[src/rtl/datapath_if.sv]
// Control and data bundle between the sequencing FSM (master) and the execution datapath (slave).
interface datapath_if;
    logic [2:0]  readnum;
    logic [1:0]  vsel;
    logic        loada;
    logic        loadb;
    logic [1:0]  shift;
    logic        asel;
    logic        bsel;
    logic [1:0]  ALUop;
    logic        loadc;
    logic        loads;
    logic [2:0]  writenum;
    logic        write;
    logic [15:0] sximm8;
    logic [15:0] sximm5;
    logic [7:0]  PC;
    logic [15:0] mdata;
    logic [2:0]  status_out;
    logic [15:0] datapath_out;

    modport master (
        output readnum, vsel, loada, loadb, shift, asel, bsel, ALUop,
               loadc, loads, writenum, write, sximm8, sximm5, PC, mdata,
        input  status_out, datapath_out
    );

    modport slave (
        input  readnum, vsel, loada, loadb, shift, asel, bsel, ALUop,
               loadc, loads, writenum, write, sximm8, sximm5, PC, mdata,
        output status_out, datapath_out
    );
endinterface

[src/rtl/datapath.sv]
// 16-bit execution datapath: 8x16 register file, A/B operand registers, shifter,
// 4-op ALU, result register C and {N,V,Z} status register.
module datapath (
    input  logic         clk,
    input  logic         reset,
    datapath_if.slave    dp
);
    logic [15:0] regs_q [8];
    logic [15:0] regs_d [8];
    logic [15:0] a_q, a_d;
    logic [15:0] b_q, b_d;
    logic [15:0] c_q, c_d;
    logic [2:0]  status_q, status_d;

    logic [15:0] data_in;
    logic [15:0] read_data;
    logic [15:0] b_shifted;
    logic [15:0] ain;
    logic [15:0] bin;
    logic [15:0] alu_out;
    logic        flag_n;
    logic        flag_v;
    logic        flag_z;

    always_comb begin
        data_in = c_q;
        case (dp.vsel)
            2'b00:   data_in = c_q;
            2'b01:   data_in = {8'b0, dp.PC};
            2'b10:   data_in = dp.sximm8;
            default: data_in = dp.mdata;
        endcase
    end

    // Read comes from stored contents, so a same-cycle write to readnum returns the old value.
    assign read_data = regs_q[dp.readnum];

    always_comb begin
        b_shifted = b_q;
        case (dp.shift)
            2'b00:   b_shifted = b_q;
            2'b01:   b_shifted = {b_q[14:0], 1'b0};
            2'b10:   b_shifted = {1'b0, b_q[15:1]};
            default: b_shifted = {b_q[15], b_q[15:1]};
        endcase
    end

    assign ain = dp.asel ? 16'b0 : a_q;
    assign bin = dp.bsel ? dp.sximm5 : b_shifted;

    always_comb begin
        alu_out = 16'b0;
        flag_v  = 1'b0;
        case (dp.ALUop)
            2'b00: begin
                alu_out = ain + bin;
                flag_v  = (ain[15] == bin[15]) && (alu_out[15] != ain[15]);
            end
            2'b01: begin
                alu_out = ain - bin;
                flag_v  = (ain[15] != bin[15]) && (alu_out[15] != ain[15]);
            end
            2'b10:   alu_out = ain & bin;
            default: alu_out = ~bin;
        endcase
    end

    assign flag_n = alu_out[15];
    assign flag_z = (alu_out == 16'b0);

    always_comb begin
        regs_d = regs_q;
        if (dp.write) begin
            regs_d[dp.writenum] = data_in;
        end
        a_d      = dp.loada ? read_data : a_q;
        b_d      = dp.loadb ? read_data : b_q;
        c_d      = dp.loadc ? alu_out : c_q;
        status_d = dp.loads ? {flag_n, flag_v, flag_z} : status_q;
    end

    always_ff @(posedge clk or posedge reset) begin
        if (reset) begin
            for (int i = 0; i < 8; i++) begin
                regs_q[i] <= 16'b0;
            end
            a_q      <= 16'b0;
            b_q      <= 16'b0;
            c_q      <= 16'b0;
            status_q <= 3'b0;
        end else begin
            regs_q   <= regs_d;
            a_q      <= a_d;
            b_q      <= b_d;
            c_q      <= c_d;
            status_q <= status_d;
        end
    end

    assign dp.datapath_out = c_q;
    assign dp.status_out   = status_q;
endmodule

[src/flat_wrapper.sv]
// flat-port wrapper written by rule: the top's interface ports become plain ports
module datapath_flat 
  (clk, reset, dp_readnum, dp_vsel, dp_loada, dp_loadb, dp_shift, dp_asel, dp_bsel, dp_ALUop, dp_loadc, dp_loads, dp_writenum, dp_write, dp_sximm8, dp_sximm5, dp_PC, dp_mdata, dp_status_out, dp_datapath_out);
  datapath_if dp_i ();
  input  logic clk;
  input  logic reset;
  input wire logic [$bits(dp_i.readnum)-1:0] dp_readnum;
  input wire logic [$bits(dp_i.vsel)-1:0] dp_vsel;
  input wire logic [$bits(dp_i.loada)-1:0] dp_loada;
  input wire logic [$bits(dp_i.loadb)-1:0] dp_loadb;
  input wire logic [$bits(dp_i.shift)-1:0] dp_shift;
  input wire logic [$bits(dp_i.asel)-1:0] dp_asel;
  input wire logic [$bits(dp_i.bsel)-1:0] dp_bsel;
  input wire logic [$bits(dp_i.ALUop)-1:0] dp_ALUop;
  input wire logic [$bits(dp_i.loadc)-1:0] dp_loadc;
  input wire logic [$bits(dp_i.loads)-1:0] dp_loads;
  input wire logic [$bits(dp_i.writenum)-1:0] dp_writenum;
  input wire logic [$bits(dp_i.write)-1:0] dp_write;
  input wire logic [$bits(dp_i.sximm8)-1:0] dp_sximm8;
  input wire logic [$bits(dp_i.sximm5)-1:0] dp_sximm5;
  input wire logic [$bits(dp_i.PC)-1:0] dp_PC;
  input wire logic [$bits(dp_i.mdata)-1:0] dp_mdata;
  output wire logic [$bits(dp_i.status_out)-1:0] dp_status_out;
  output wire logic [$bits(dp_i.datapath_out)-1:0] dp_datapath_out;
  assign dp_i.readnum = dp_readnum;
  assign dp_i.vsel = dp_vsel;
  assign dp_i.loada = dp_loada;
  assign dp_i.loadb = dp_loadb;
  assign dp_i.shift = dp_shift;
  assign dp_i.asel = dp_asel;
  assign dp_i.bsel = dp_bsel;
  assign dp_i.ALUop = dp_ALUop;
  assign dp_i.loadc = dp_loadc;
  assign dp_i.loads = dp_loads;
  assign dp_i.writenum = dp_writenum;
  assign dp_i.write = dp_write;
  assign dp_i.sximm8 = dp_sximm8;
  assign dp_i.sximm5 = dp_sximm5;
  assign dp_i.PC = dp_PC;
  assign dp_i.mdata = dp_mdata;
  assign dp_status_out = dp_i.status_out;
  assign dp_datapath_out = dp_i.datapath_out;
  datapath u_core (.clk(clk), .reset(reset), .dp(dp_i));
endmodule
[config.mk]
export PLATFORM = sky130hd
export DESIGN_NAME = datapath_flat
export DESIGN_NICKNAME = d
export VERILOG_FILES = /design/src/rtl/datapath_if.sv /design/src/rtl/datapath.sv /design/src/flat_wrapper.sv
export SDC_FILE = /design/constraint.sdc
export NUM_CORES = 1
export LEC_CHECK = 0
export BUFFER_PORTS_ARGS = -buffer_cell sky130_fd_sc_hd__buf_2
export CAP_MARGIN = 20
export CORE_MARGIN = 1
export CORE_UTILIZATION = 37
export DETAILED_ROUTE_END_ITERATION = 16
export SYNTH_ARGS = -nofsm -noshare
export SYNTH_HDL_FRONTEND = slang
export SYNTH_SLANG_ARGS = --single-unit
export TNS_END_PERCENT = 100
[constraint.sdc]
create_clock -name clk -period 7.8 [get_ports clk]
set_input_delay 0.78 -clock clk [delete_from_list [all_inputs] [get_ports clk]]
set_output_delay 0.78 -clock clk [all_outputs]
set_load 0.02 [all_outputs]
* Word-level counts from Yosys, hierarchy flattened
Index checks and enable logic that the tools add are counted.
** Word-level totals
- Register bits :: 179
- Bits of input ports :: 77
- Word-level logic and storage cells :: 50
- Output and inout bits :: 19
** Operators by class
- Muxes and demuxes :: 12
- Reductions and logical operators :: 7
- Equal/unequal tests :: 10
- Bitwise gates (word level) :: 4
- $add $sub $neg :: 2
- $lt $le $gt $ge :: 3
** Operator list (count)
- $pmux W16 S3 :: 3
- $bwmux W128 :: 1
- $mux W16 :: 5
- $bmux W16 S3 :: 1
- $demux W16 S3 :: 1
- $add A16 B16 Y16 :: 1
- $and A16 B16 Y16 :: 1
- $logic_not A16 Y1 :: 1
- $not A16 Y16 :: 1
- $sub A16 B16 Y16 :: 1
- $ge A4 B4 Y1 const B :: 2
- $not A3 Y4 :: 2
- $eq A2 B1 Y1 const B :: 3
- $eq A2 B2 Y1 const B :: 3
- $logic_not A2 Y1 :: 3
- $lt A4 B1 Y1 const B :: 1
- $logic_and A1 B1 Y1 :: 3
- $ne A1 B1 Y1 :: 3
- $pmux W1 S2 :: 1
- $eq A1 B1 Y1 :: 1

* Logic depth before layout (Yosys ltp)
Gate-level depths: netlist (run 1).
- Depth after elaboration :: 7
- Gate-level depth with buffers :: 19
- Gate-level depth less buffers :: 16

* Worst setup path after synthesis (run 1)
OpenSTA, ideal clock, no wires.
- Kind :: input to register
- Start :: input port dp_shift[0]
- End :: register u_core.status_q[0], in the netlist u_core.dp.status_out[0]
- Library setup time :: 101 ps
- Cell stages on the path :: 16
- Data arrival time :: 3955 ps
- Path slack :: 3744 ps
- Data required time :: 7699 ps
- Path buffers :: 2
- Cells stage by stage :: buf_4 buf_2 mux2i_1 o21ai_0 mux2i_1 inv_1 ha_1 inv_2 a311o_2 o211a_1 nor2_2 o221ai_2 a221o_1 a31oi_2 o311ai_1 o32ai_1
** On the way
- Longest elaborated chain between the ends :: 6
- Elaborated cells on any way between the ends :: 11
- Classes of those cells :: add/sub: 2; eq/ne: 2; mux: 3; bitwise: 2; reduce/logical: 2
** RTL lines
- start: declaration :: RTL line flat_wrapper.sv:11 : input wire logic [$bits(dp_i.shift)-1:0] dp_shift;
- $eq A2 B2 Y1, or another cell as far along :: RTL line datapath.sv:40 : case (dp.shift)
- $pmux W16 S3 (*) :: RTL line datapath.sv:40
- $mux W16 (*) :: RTL line datapath.sv:49 : assign bin = dp.bsel ? dp.sximm5 : b_shifted;
- $sub A16 B16 Y16, or another cell as far along :: RTL line datapath.sv:60 : alu_out = ain - bin;
- $pmux W16 S3 (*) :: RTL line datapath.sv:54 : case (dp.ALUop)
- $logic_not A16 Y1 (*) :: RTL line datapath.sv:69 : assign flag_z = (alu_out == 16'b0);
- end signal: assignment :: RTL line datapath.sv:96 : status_q <= status_d;
- end: declaration :: RTL line datapath.sv:13 : logic [2:0] status_q, status_d;
Every way passes the cells marked *; elsewhere a longest branch is shown, timed or not.
A chain may end at the register's enable or synchronous reset.

* Worst setup path in the final report (run 1)
- Start :: input port dp_bsel
- End :: register u_core.status_q[0], in the netlist u_core.dp.status_out[0]
** On the way
- Longest elaborated chain between the ends :: 4
- Elaborated cells on any way between the ends :: 7
- Classes of those cells :: add/sub: 2; mux: 2; bitwise: 2; reduce/logical: 1
** RTL lines
- start: declaration :: RTL line flat_wrapper.sv:13 : input wire logic [$bits(dp_i.bsel)-1:0] dp_bsel;
- $mux W16 (*) :: RTL line datapath.sv:49
- $sub A16 B16 Y16, or another cell as far along :: RTL line datapath.sv:60
- $pmux W16 S3 (*) :: RTL line datapath.sv:54
- $logic_not A16 Y1 (*) :: RTL line datapath.sv:69
Marks and branches as above.

==> results.md, run 1 <==
* Synthesis Warnings at 0
* Boundary pin count at 96
* Die height at 170 um
* Post-synthesis mux area share at 0.222
* Sink Count at 179
* Worst VDD drop at 0.122 mV
* Initial antenna violation count at 0
* Post-Syn Area per Cell at 10.4 um^2
* Worst setup SP type: primary input
* Power Density at 268 nW/um^2
* Largest stage delay, worst path at 0.50 ns
* Drt via density at 5.42
* Critical R2R Capture: u_core.dp.status_out[0]
* Post-CTS Setup Bufs at 0
* Clock Latency Late Sink at 0.43 ns
* Die area at 29000 um^2
* Root Driver: clkbuf_16
* Routed vias at 7911
* GRT Residual Overflow at 0
* Post-synth top area cell: dfrtp_1
* Post-placement worst setup slack at 2.80 ns
* Min-delay src: u_core.regs_q[76]
* Antenna Cells at 0
* Hold Slack at 0.479 ns
* CTS buffer count at 17
* Unique masters post-synth at 65
* GRT Total Usage at 0.199
* Slew Viols, Final at 0
* Synth top area cells: dfrtp_1 43%, mux2_2 8.9%, mux4_2 8.8%, a21oi_1 4.8%, mux2i_1 4.4%
* Final WL at 27.7 mm
* Most numerous cell in the Yosys netlist: dfrtp_1
* Crit Path Max Fanout at 15
* DRC at 0
* Hold Vio Cnt, Final at 0
* DR pass1 iterations at 5
* Synth Area in Adders at 0.0457
* Final worst slack at 3.23 ns
* Synth Area in XOR/XNOR at 0.0100
* Hold path endpoint: u_core.regs_q[76]
* Yosys reg bits at 179
* Syn nets at 1118
* R2r worst-path depth at 14
* Sum Neg Setup Slack at 0 ns
* Top FF cell, synth: dfrtp_1
* Antenna viol nets, final at 0
* Number of flops mapped to enable cells by yosys at 0
* TritonCTS clock tree: built
* RSZ-0062 raised after global routing: false
* Slew Limit Headroom at 0.340
* Crit path buf inv count at 3
* P_leak at 5.28 nW
* Wirelength per Cell at 19.0 um
* Tmin final at 4.57 ns
* Critical path's top delay family: compound AO/OA/AOI/OAI gates
* Period Utilization, post-route at 0.586
* Share of cells above drive strength 1 at 0.257
* Filler cells at 2701
* Kind of critical path: in2reg
* Core footprint at 27800 um^2
* Reg2Reg Setup Slack at 3.72 ns
* Gp weighted congestion at 0.937
* Layout area overhead at 13.5%
* Compound-Gate Fraction of Synth Area at 0.144
* Fin nets at 1182
* Largest net degree at the start of global routing at 111
* Largest family of logic cells by synthesized area: multiplexers
* CTS max path bufs at 2
* # resized after CTS at 0
* Hold depth at 2
* Measured slew at the worst slew-check pin at 0.989 ns
* Synth Cell Area at 10500 um^2
* Worst Hold Class: reg2reg
* Nature of the critical path endpoint: flop
* HPWL after DPL at 19.4 mm
* Critical path data required time at 8.13 ns
* Critical-path top delay cell: nor4b_1
* Critical-path cell list: buf_2, inv_1, mux2i_1, inv_1, fa_1, a21oi_1, o211ai_1, a211o_1, a221oi_1, a311o_1, a311oi_1, nor4b_1, nand4_1, o32ai_1
* Worst-path clk slew at 0.07 ns
* Simple-gate share of the synthesized area at 0.112
* I/O Buffers at 95
* Hold_buf cts at 0
* Vias in the first global route at 7788
* Start of the worst register-to-register path: u_core.b_q[0]
* Initial cell density of the core at 0.377
* Synth top cells by count: 179 x dfrtp_1, 108 x nor2_1, 100 x a21oi_1, 83 x mux2_2, 69 x nand2_1
* Post-synthesis instance total at 1004
* # rows at 61
* Max-Cap Viols at 0
* Cell mode on critical path: inv_1
* H-tree levels at 4
* Final Skew at 0.00838 ns
* Arrival time at the worst endpoint at 4.90 ns
* Top-area cell type share of the netlist area at 0.428
* Die X at 170 um
* First-pass GRT wire length at 43.9 mm
* Setup violators final at 0
* Async SR Flop Fraction at 1.00
* Status: finished clean
* 1st-iter DRT viols at 650
* Seq/Total Area, Yosys at 0.428
* FMAX at 0.219 GHz
[power by group]
| part | internal, mW | switching [mW] | total (mW) |
|---|---|---|---|
| clock network | 0.496 | 0.368 | 0.864 |
| logic | 0.461 | 0.538 | 0.998 |
| registers | 1.17 | 0.152 | 1.32 |
| total | 2.13 | 1.06 | 3.18 |
[state kept, by name (all words and copies together), names as in the netlist]
register                flops
u_core.dp.status_out        3
u_core.dp.datapath_out     16
u_core.b_q                 16
u_core.a_q                 16
u_core.regs_q             128
[metal layers]
layer  GRT usage  share of wire
met4      0.0650          0.022
met1       0.266           0.46
met3      0.0277          0.035
met2       0.334           0.49
met5           0              0
[worst reg2reg max path, delay by kind of cell (launching register included)]
kind | cells | cell delay (ns)
compound gates | 8 | 1.84
simple gates | 2 | 0.66
mux | 2 | 0.50
fa+ha+maj | 1 | 0.45
flops | 1 | 0.41
buf+inv | 1 | 0.14
[layout make-up]
class / instances / area [um^2] / area share
Clock buffer: 20 / 457 / 0.0384
Clock inverter: 12 / 144 / 0.0121
Inverter: 41 / 159 / 0.0134
Multi-Input combinational cell: 722 / 5600 / 0.472
Sequential cell: 179 / 4480 / 0.377
Tap cell: 378 / 473 / 0.0398
Timing Repair Buffer: 107 / 566 / 0.0476
[how the worst max path moves through the flow]
stage / from / endpoint / slack [ns] / depth (start not counted)
finish: dp_bsel / u_core.dp.status_out[0] / 3.23 / 14
global route: dp_bsel / u_core.dp.status_out[0] / 2.89 / 14
CTS: dp_bsel / u_core.dp.status_out[0] / 3.25 / 14
detailed placement: dp_bsel / u_core.dp.status_out[0] / 2.80 / 14
global placement: dp_bsel / u_core.dp.status_out[0] / 2.96 / 14
floorplan: reset / u_core.a_q[0] / 2.16 / 1
[cells in the final DEF, fill, tap and decap left out, types with 3 or more instances in the layout]
cell type,synthesis,routed
o22ai_1,3,3
buf_2,6,95
clkbuf_16,0,17
inv_6,0,6
a21oi_1,100,100
nor2_1,108,108
a22oi_1,8,8
nand2_1,69,69
and3_1,6,6
inv_1,40,39
nor3_1,11,9
clkinv_4,0,4
ha_1,35,35
o21bai_1,5,5
mux2_2,83,83
a221oi_1,3,3
mux4_2,41,41
nor3b_1,5,3
nor4_1,5,5
a21o_1,5,5
nand4_1,3,3
o21ai_0,55,55
nor2b_1,22,22
buf_4,3,12
a211o_1,3,3
nand2b_1,5,5
nand4b_1,4,4
nand3_1,4,4
dfrtp_1,179,179
o211ai_1,10,10
a31oi_1,6,6
and2_1,3,3
or3_1,5,5
o31ai_1,3,3
a31o_2,4,4
a211oi_1,10,10
mux2i_1,46,46
o21a_1,7,7
xnor2_1,12,12
[kinds of logic (layout without fill, tap and decap cells)]
family / count (synthesis) / after routing
simple gates: 257 / 257
compound gates: 246 / 246
flops: 179 / 179
mux: 170 / 170
buf+inv: 103 / 180
fa+ha+maj: 37 / 37
xor+xnor: 12 / 12
[metrics by stage]
step           instances   util  total power, mW  cell area [um^2]
3_5_place_dp        1427  0.406             2.33             11300
6_report            1459  0.428             3.18             11900
3_3_place_gp        1427  0.406             2.31             11300
2_1_floorplan       1004      -             2.04             10500
4_1_cts             1459  0.428             3.19             11900
5_1_grt             1459  0.428             3.37             11900
No activity file was read; power rests on OpenSTA's default activity.
==> run 2: changes to the inputs <==
==> constraint.sdc (replaced) <==
create_clock -name clk -period 4 [get_ports clk]
set_input_delay 0.4 -clock clk [delete_from_list [all_inputs] [get_ports clk]]
set_output_delay 0.4 -clock clk [all_outputs]
set_load 0.02 [all_outputs]
==> results.md, run 2 (synthesis results as in run 1) <==
* Status: finished clean
* Arrival time at the worst endpoint at 4.02 ns (-0.88 ns)
* I/O Buffers at 95 (unchanged)
* Final instance area at 12300 um^2 (+3.2%)
* Core footprint at 27800 um^2 (unchanged)
* Top reg by flops: u_core.regs_q
* Antenna viol nets, final at 0 (unchanged)
* Critical path data required time at 4.34 ns (-3.79 ns)
* Root Driver: clkbuf_16
* Total power at 6.26 mW (+97%)
* Max reg flops at 128 (unchanged)
* # rows at 61 (unchanged)
* Drt via density at 5.36 (-1.2%)
* Slew Viols, Final at 0 (unchanged)
* Initial antenna violation count at 1 (+1)
* CTS max path bufs at 2 (unchanged)
* Critical R2R Capture: u_core.dp.status_out[0]
* Worst Hold Class: in2async
* # resized after CTS at 0 (unchanged)
* Worst VDD drop at 0.254 mV (+110%)
* Final WL at 27.8 mm (+0.41%)
* GRT Total Usage at 0.201 (+0.00134)
* Measured slew at the worst slew-check pin at 1.07 ns (+0.0804 ns)
* Post-placement worst setup slack at -0.182 ns (-2.98 ns)
* Initial cell density of the core at 0.377 (unchanged)
* Period Utilization, post-route at 0.921
* Leading cell types in the layout, fill and taps excluded: 179 x dfrtp_1, 108 x nor2_1, 100 x a21oi_1
* Final worst slack at 0.317 ns (-2.91 ns)
* Vias in the first global route at 7968 (+2.3%)
* Fin nets at 1231 (+4.1%)
* Wirelength per Cell at 18.4 um (-2.9%)
* Nature of the critical path endpoint: flop
* Worst-path clk slew at 0.07 ns (about the same)
* Power Density at 511 nW/um^2 (+90%)
* Max-Cap Viols at 0 (unchanged)
* Die area at 29000 um^2 (unchanged)
* Post-CTS Setup Bufs at 0 (unchanged)
* CTS buffer count at 17 (unchanged)
* Reg2Reg Setup Slack at 0.32 ns (-3.40 ns)
* First-pass GRT wire length at 44.2 mm (+0.53%)
* DRC at 0 (unchanged)
* Share of cells above drive strength 1 at 0.293 (+0.0358)
* TritonCTS clock tree: built
* H-tree levels at 4 (unchanged)
* Setup violators final at 0 (unchanged)
* Slew Limit Headroom at 0.283 (-0.0575)
* GRT Residual Overflow at 0 (unchanged)
* HPWL after DPL at 20.3 mm (+4.4%)
* Kind of critical path: reg2reg
* Routed vias at 8083 (+2.2%)
* FMAX at 0.271 GHz
* Crit Path Max Fanout at 3 (-12)
* RSZ-0062 raised after global routing: false
* Hold Vio Cnt, Final at 0 (unchanged)
* Final Skew at 0.0127 ns (+0.00432 ns)
* P_leak at 5.50 nW (+4.2%)
* 1st-iter DRT viols at 752 (+16%)
* Die X at 170 um (unchanged)
* DR pass1 iterations at 5 (unchanged)
* Boundary pin count at 96 (unchanged)
* Cell Area, Placed at 11700 um^2 (+3.4%)
* Worst setup SP type: flop
* Die height at 170 um (unchanged)
* Sink Count at 179 (unchanged)
* Clock Latency Late Sink at 0.43 ns (about the same)
* Critical Path Start: u_core.b_q[0]
* Largest net degree at the start of global routing at 180 (+62%)
* Layout area overhead at 17.1%
* Hold_buf cts at 0 (unchanged)
* Crit path to: u_core.dp.status_out[0]
* Tmin final at 3.68 ns
* Gp weighted congestion at 0.997 (+6.3%)
* Commonest non-fill, non-tap cell in the layout: dfrtp_1
* R2r worst-path depth at 14 (unchanged)
* Start of the worst register-to-register path: u_core.b_q[0]
## run 2: area by class of cell
cell class	instances	area, um^2
clock inverter	13	125
clock buffer	19	443
antenna	1	2.50
timing repair buffer	156	946
multi-input combinational	722	5630
sequential	179	4480
inverter	41	158
fill	2687	15500
tap	378	473
## run 2: worst max-delay path, stage by stage, from the launching register on
cell and delay, ns:
dfrtp_1 0.37, or3b_2 0.46, a2bb2oi_2 0.21, ha_1 0.19, inv_1 0.06, fa_1 0.46
nor2b_1 0.17, o21a_1 0.21, o211ai_1 0.31, a211oi_1 0.15, a211oi_1 0.25, xnor2_1 0.12
mux2i_1 0.28, nand4_1 0.16, o32ai_2 0.22
## run 2: metal layers
metal / up-vias / track usage / share of wire
met1: 4015 / 0.259 / 0.45
met5: - / 0 / 0
li1: 3855 / - / -
met2: 180 / 0.347 / 0.50
met4: 0 / 0.0627 / 0.021
met3: 33 / 0.0284 / 0.035
## run 2: power by group
part / leakage, nW / switching [mW] / total (mW) / internal, mW
clock: 0.275 / 0.722 / 1.61 / 0.885
sequential: 2.14 / 0.281 / 2.56 / 2.28
combinational: 3.08 / 1.08 / 2.09 / 1.00
total: 5.50 / 2.09 / 6.26 / 4.17
## run 2: metrics by stage
step	util	TNS [ns]	hold WS (ns)	std cells
2_1_floorplan	-	0	0.445	1004
3_3_place_gp	0.420	-0.0240	0.457	1476
3_5_place_dp	0.420	-0.182	0.465	1476
4_1_cts	0.440	0	0.300	1508
5_1_grt	0.441	0	0.309	1508
6_report	0.441	0	0.261	1509
## run 2: worst min path at each step
stage,startpoint,end,slack (ns),depth (start not counted)
2_1_floorplan,u_core.regs_q[24],u_core.regs_q[24],0.44,2
3_3_place_gp,u_core.regs_q[24],u_core.regs_q[24],0.46,2
3_5_place_dp,u_core.regs_q[9],u_core.regs_q[9],0.47,2
4_1_cts,dp_loads,u_core.dp.status_out[2],0.30,2
5_1_grt,dp_loads,u_core.dp.status_out[2],0.31,2
6_report,reset,u_core.regs_q[20],0.26,3
==> run 3: changes to the inputs <==
--- a/config.mk
+++ b/config.mk
@@ -7,7 +7,8 @@
 export LEC_CHECK = 0
 export BUFFER_PORTS_ARGS = -buffer_cell sky130_fd_sc_hd__buf_2
 export CAP_MARGIN = 20
-export CORE_MARGIN = 1
+export CORE_ASPECT_RATIO = 1.4
+export CORE_MARGIN = 2
 export CORE_UTILIZATION = 37
 export DETAILED_ROUTE_END_ITERATION = 16
 export SYNTH_ARGS = -nofsm -noshare
==> constraint.sdc (replaced) <==
create_clock -name clk -period 4 [get_ports clk]
set_input_delay 0.2 -clock clk [delete_from_list [all_inputs] [get_ports clk]]
set_output_delay 0.2 -clock clk [all_outputs]
set_load 0.02 [all_outputs]
==> results.md, run 3 (synthesis results as in run 1) <==
* Status: finished clean
* Worst-path clk slew at 0.07 ns (about the same)
* Kind of critical path: reg2reg
* Worst VDD drop at 0.288 mV (+13%)
* Max reg flops at 128 (unchanged)
* Worst Hold Class: in2reg
* Power Density at 519 nW/um^2 (+1.7%)
* Leading cell types in the layout, fill and taps excluded: 179 x dfrtp_1, 108 x nor2_1, 100 x a21oi_1
* Arrival time at the worst endpoint at 4.07 ns (+0.05 ns)
* Hold Vio Cnt, Final at 0 (unchanged)
* Layout area overhead at 15.6%
* Core footprint at 27700 um^2 (-0.13%)
* Slew Viols, Final at 0 (unchanged)
* Clock Latency Late Sink at 0.44 ns (about the same)
* Die height at 203 um (+19%)
* Nature of the critical path endpoint: flop
* Area taken by multi-input logic gates at 5650 um^2 (+0.33%)
* Largest net degree at the start of global routing at 150 (-17%)
* Share of cells above drive strength 1 at 0.278 (-0.0148)
* Die X at 146 um (-14%)
* Commonest non-fill, non-tap cell in the layout: dfrtp_1
* Gp weighted congestion at 0.936 (-6.0%)
* Critical path data required time at 4.34 ns (about the same)
* Worst setup SP type: flop
* Final WL at 29.0 mm (+4.4%)
* Storage cell area at 4480 um^2 (unchanged)
* Root Driver: clkbuf_16
* Tmin final at 3.74 ns (+0.0523 ns)
* Fin nets at 1205 (-2.1%)
* Initial antenna violation count at 0 (-1)
* Reg2Reg Setup Slack at 0.26 ns (-0.05 ns)
* P_leak at 5.37 nW (-2.3%)
* Cell mode on critical path: a211oi_1
* Max-Cap Viols at 0 (unchanged)
* Wirelength per Cell at 19.7 um (+6.9%)
* GRT Residual Overflow at 0 (unchanged)
* Routed vias at 8080 (-0.037%)
* Period Utilization, post-route at 0.934 (+0.0131)
* HPWL after DPL at 21.1 mm (+4.1%)
* Top reg by flops: u_core.regs_q
* Slew Limit Headroom at 0.284 (+0.000821)
* CTS max path bufs at 2 (unchanged)
* Drt via density at 5.48 (+2.3%)
* TritonCTS clock tree: built
* Hold Slack at 0.0931 ns (-0.167 ns)
* Filler cells at 2738 (+1.9%)
* I/O Buffers at 95 (unchanged)
* DRC at 0 (unchanged)
* Critical-path cell list: or3b_2, a2bb2oi_2, ha_1, inv_1, fa_1, nor2b_1, o21a_1, o211ai_1, buf_4, a211oi_1, a211oi_1, xnor2_1, mux2i_1, nand4_1, o32ai_1
* Final worst slack at 0.264 ns (-0.0523 ns)
* RSZ-0062 raised after global routing: false
* 1st-iter DRT viols at 447 (-41%)
* Initial cell density of the core at 0.377 (+0.000476)
* Antenna viol nets, final at 0 (unchanged)
* Boundary pin count at 96 (unchanged)
* FMAX at 0.268 GHz (-1.4%)
* Vias in the first global route at 8177 (+2.6%)
* Crit Path Max Fanout at 3 (unchanged)
* Final core occ at 0.436 (-0.00522)
* Antenna Cells at 0 (-1)
* # rows at 72 (+18%)
* Measured slew at the worst slew-check pin at 1.07 ns (-0.00122 ns)
* Setup violators final at 0 (unchanged)
* CTS buffer count at 17 (unchanged)
* First-pass GRT wire length at 46.0 mm (+4.2%)
* Final Skew at 0.00993 ns (-0.00276 ns)
* Critical-path top delay cell: or3b_2
* DR pass1 iterations at 5 (unchanged)
* GRT Total Usage at 0.201 (about the same)
* Die area at 29700 um^2 (+2.4%)
* H-tree levels at 4 (unchanged)
* Largest stage delay, worst path at 0.46 ns (about the same)
* Sink Count at 179 (unchanged)
* Post-placement worst setup slack at -0.0650 ns (+0.117 ns)
## run 3: changes by cell type in the layout (fill, tap and decap cells not counted), sizes merged
cell / change
inv: -3
buf: -27
diode: -1
clkinvlp: +3
dlygate4sd3: +1
clkbuf: -1
bufinv: +1
## run 3: final cells by class
| type | count | share of cell area |
|---|---|---|
| timing repair buffer | 130 | 0.0623 |
| clock buffer | 18 | 0.0363 |
| inverter | 41 | 0.0130 |
| multi-input combinational | 722 | 0.467 |
| sequential | 179 | 0.370 |
| clock inverter | 14 | 0.0128 |
| tap | 370 | 0.0383 |
## run 3: final timing paths
check | endpoint | from | cells after the start
min in group asynchronous | u_core.regs_q[19] | reset | 3
hold reg to reg | u_core.regs_q[26] | u_core.regs_q[26] | 2
setup reg to reg | u_core.dp.status_out[0] | u_core.b_q[0] | 15
setup / recovery | u_core.dp.status_out[0] | u_core.b_q[0] | 15
hold / removal | u_core.dp.status_out[2] | dp_loads | 2
max in group asynchronous | u_core.dp.datapath_out[9] | reset | 4
## run 3: report_power, final
group	internal, mW	switching [mW]
Combinational	0.947	1.08
Sequential	2.28	0.294
Clock	0.942	0.731
## run 3: metal layers
metal  global-route usage  up-vias  routed length [um]
met4               0.0808        0                 930
met5                    0        -                   0
met3               0.0238       45                 855
met2                0.364      184               15200
li1                     -     3806                   -
met1                0.242     4045               12100
## run 3: repair_timing
item,CTS,global route
resized for setup,1,6
setup buffers,0,3
endpoints found under the setup margin,1,1
pin swaps,0,2
hold buffers,1,0
hold endpoints to repair,30,0
## run 3: through the flow
| stage | power (mW) | instances | area [um^2] | setup TNS [ns] |
|---|---|---|---|---|
| final | 6.28 | 1474 | 12100 | 0 |
| after global routing | 6.65 | 1474 | 12100 | 0 |
| after CTS | 6.30 | 1471 | 12000 | 0 |
| after detailed placement | 4.60 | 1438 | 11400 | -0.0650 |
| after global placement | 4.56 | 1438 | 11400 | -0.0865 |
| after floorplan | 3.98 | 1004 | 10500 | 0 |
## run 3: critical path: cells and delay by family (launching register included)
kind	cells	cell delay (ns)
AOI/OAI and AO/OA	6	1.29
and+or+nand+nor	3	0.75
adders and majority gates	2	0.66
DFF	1	0.37
buffers and inverters	2	0.24
muxes	1	0.22
xor gates and xnor gates	1	0.11
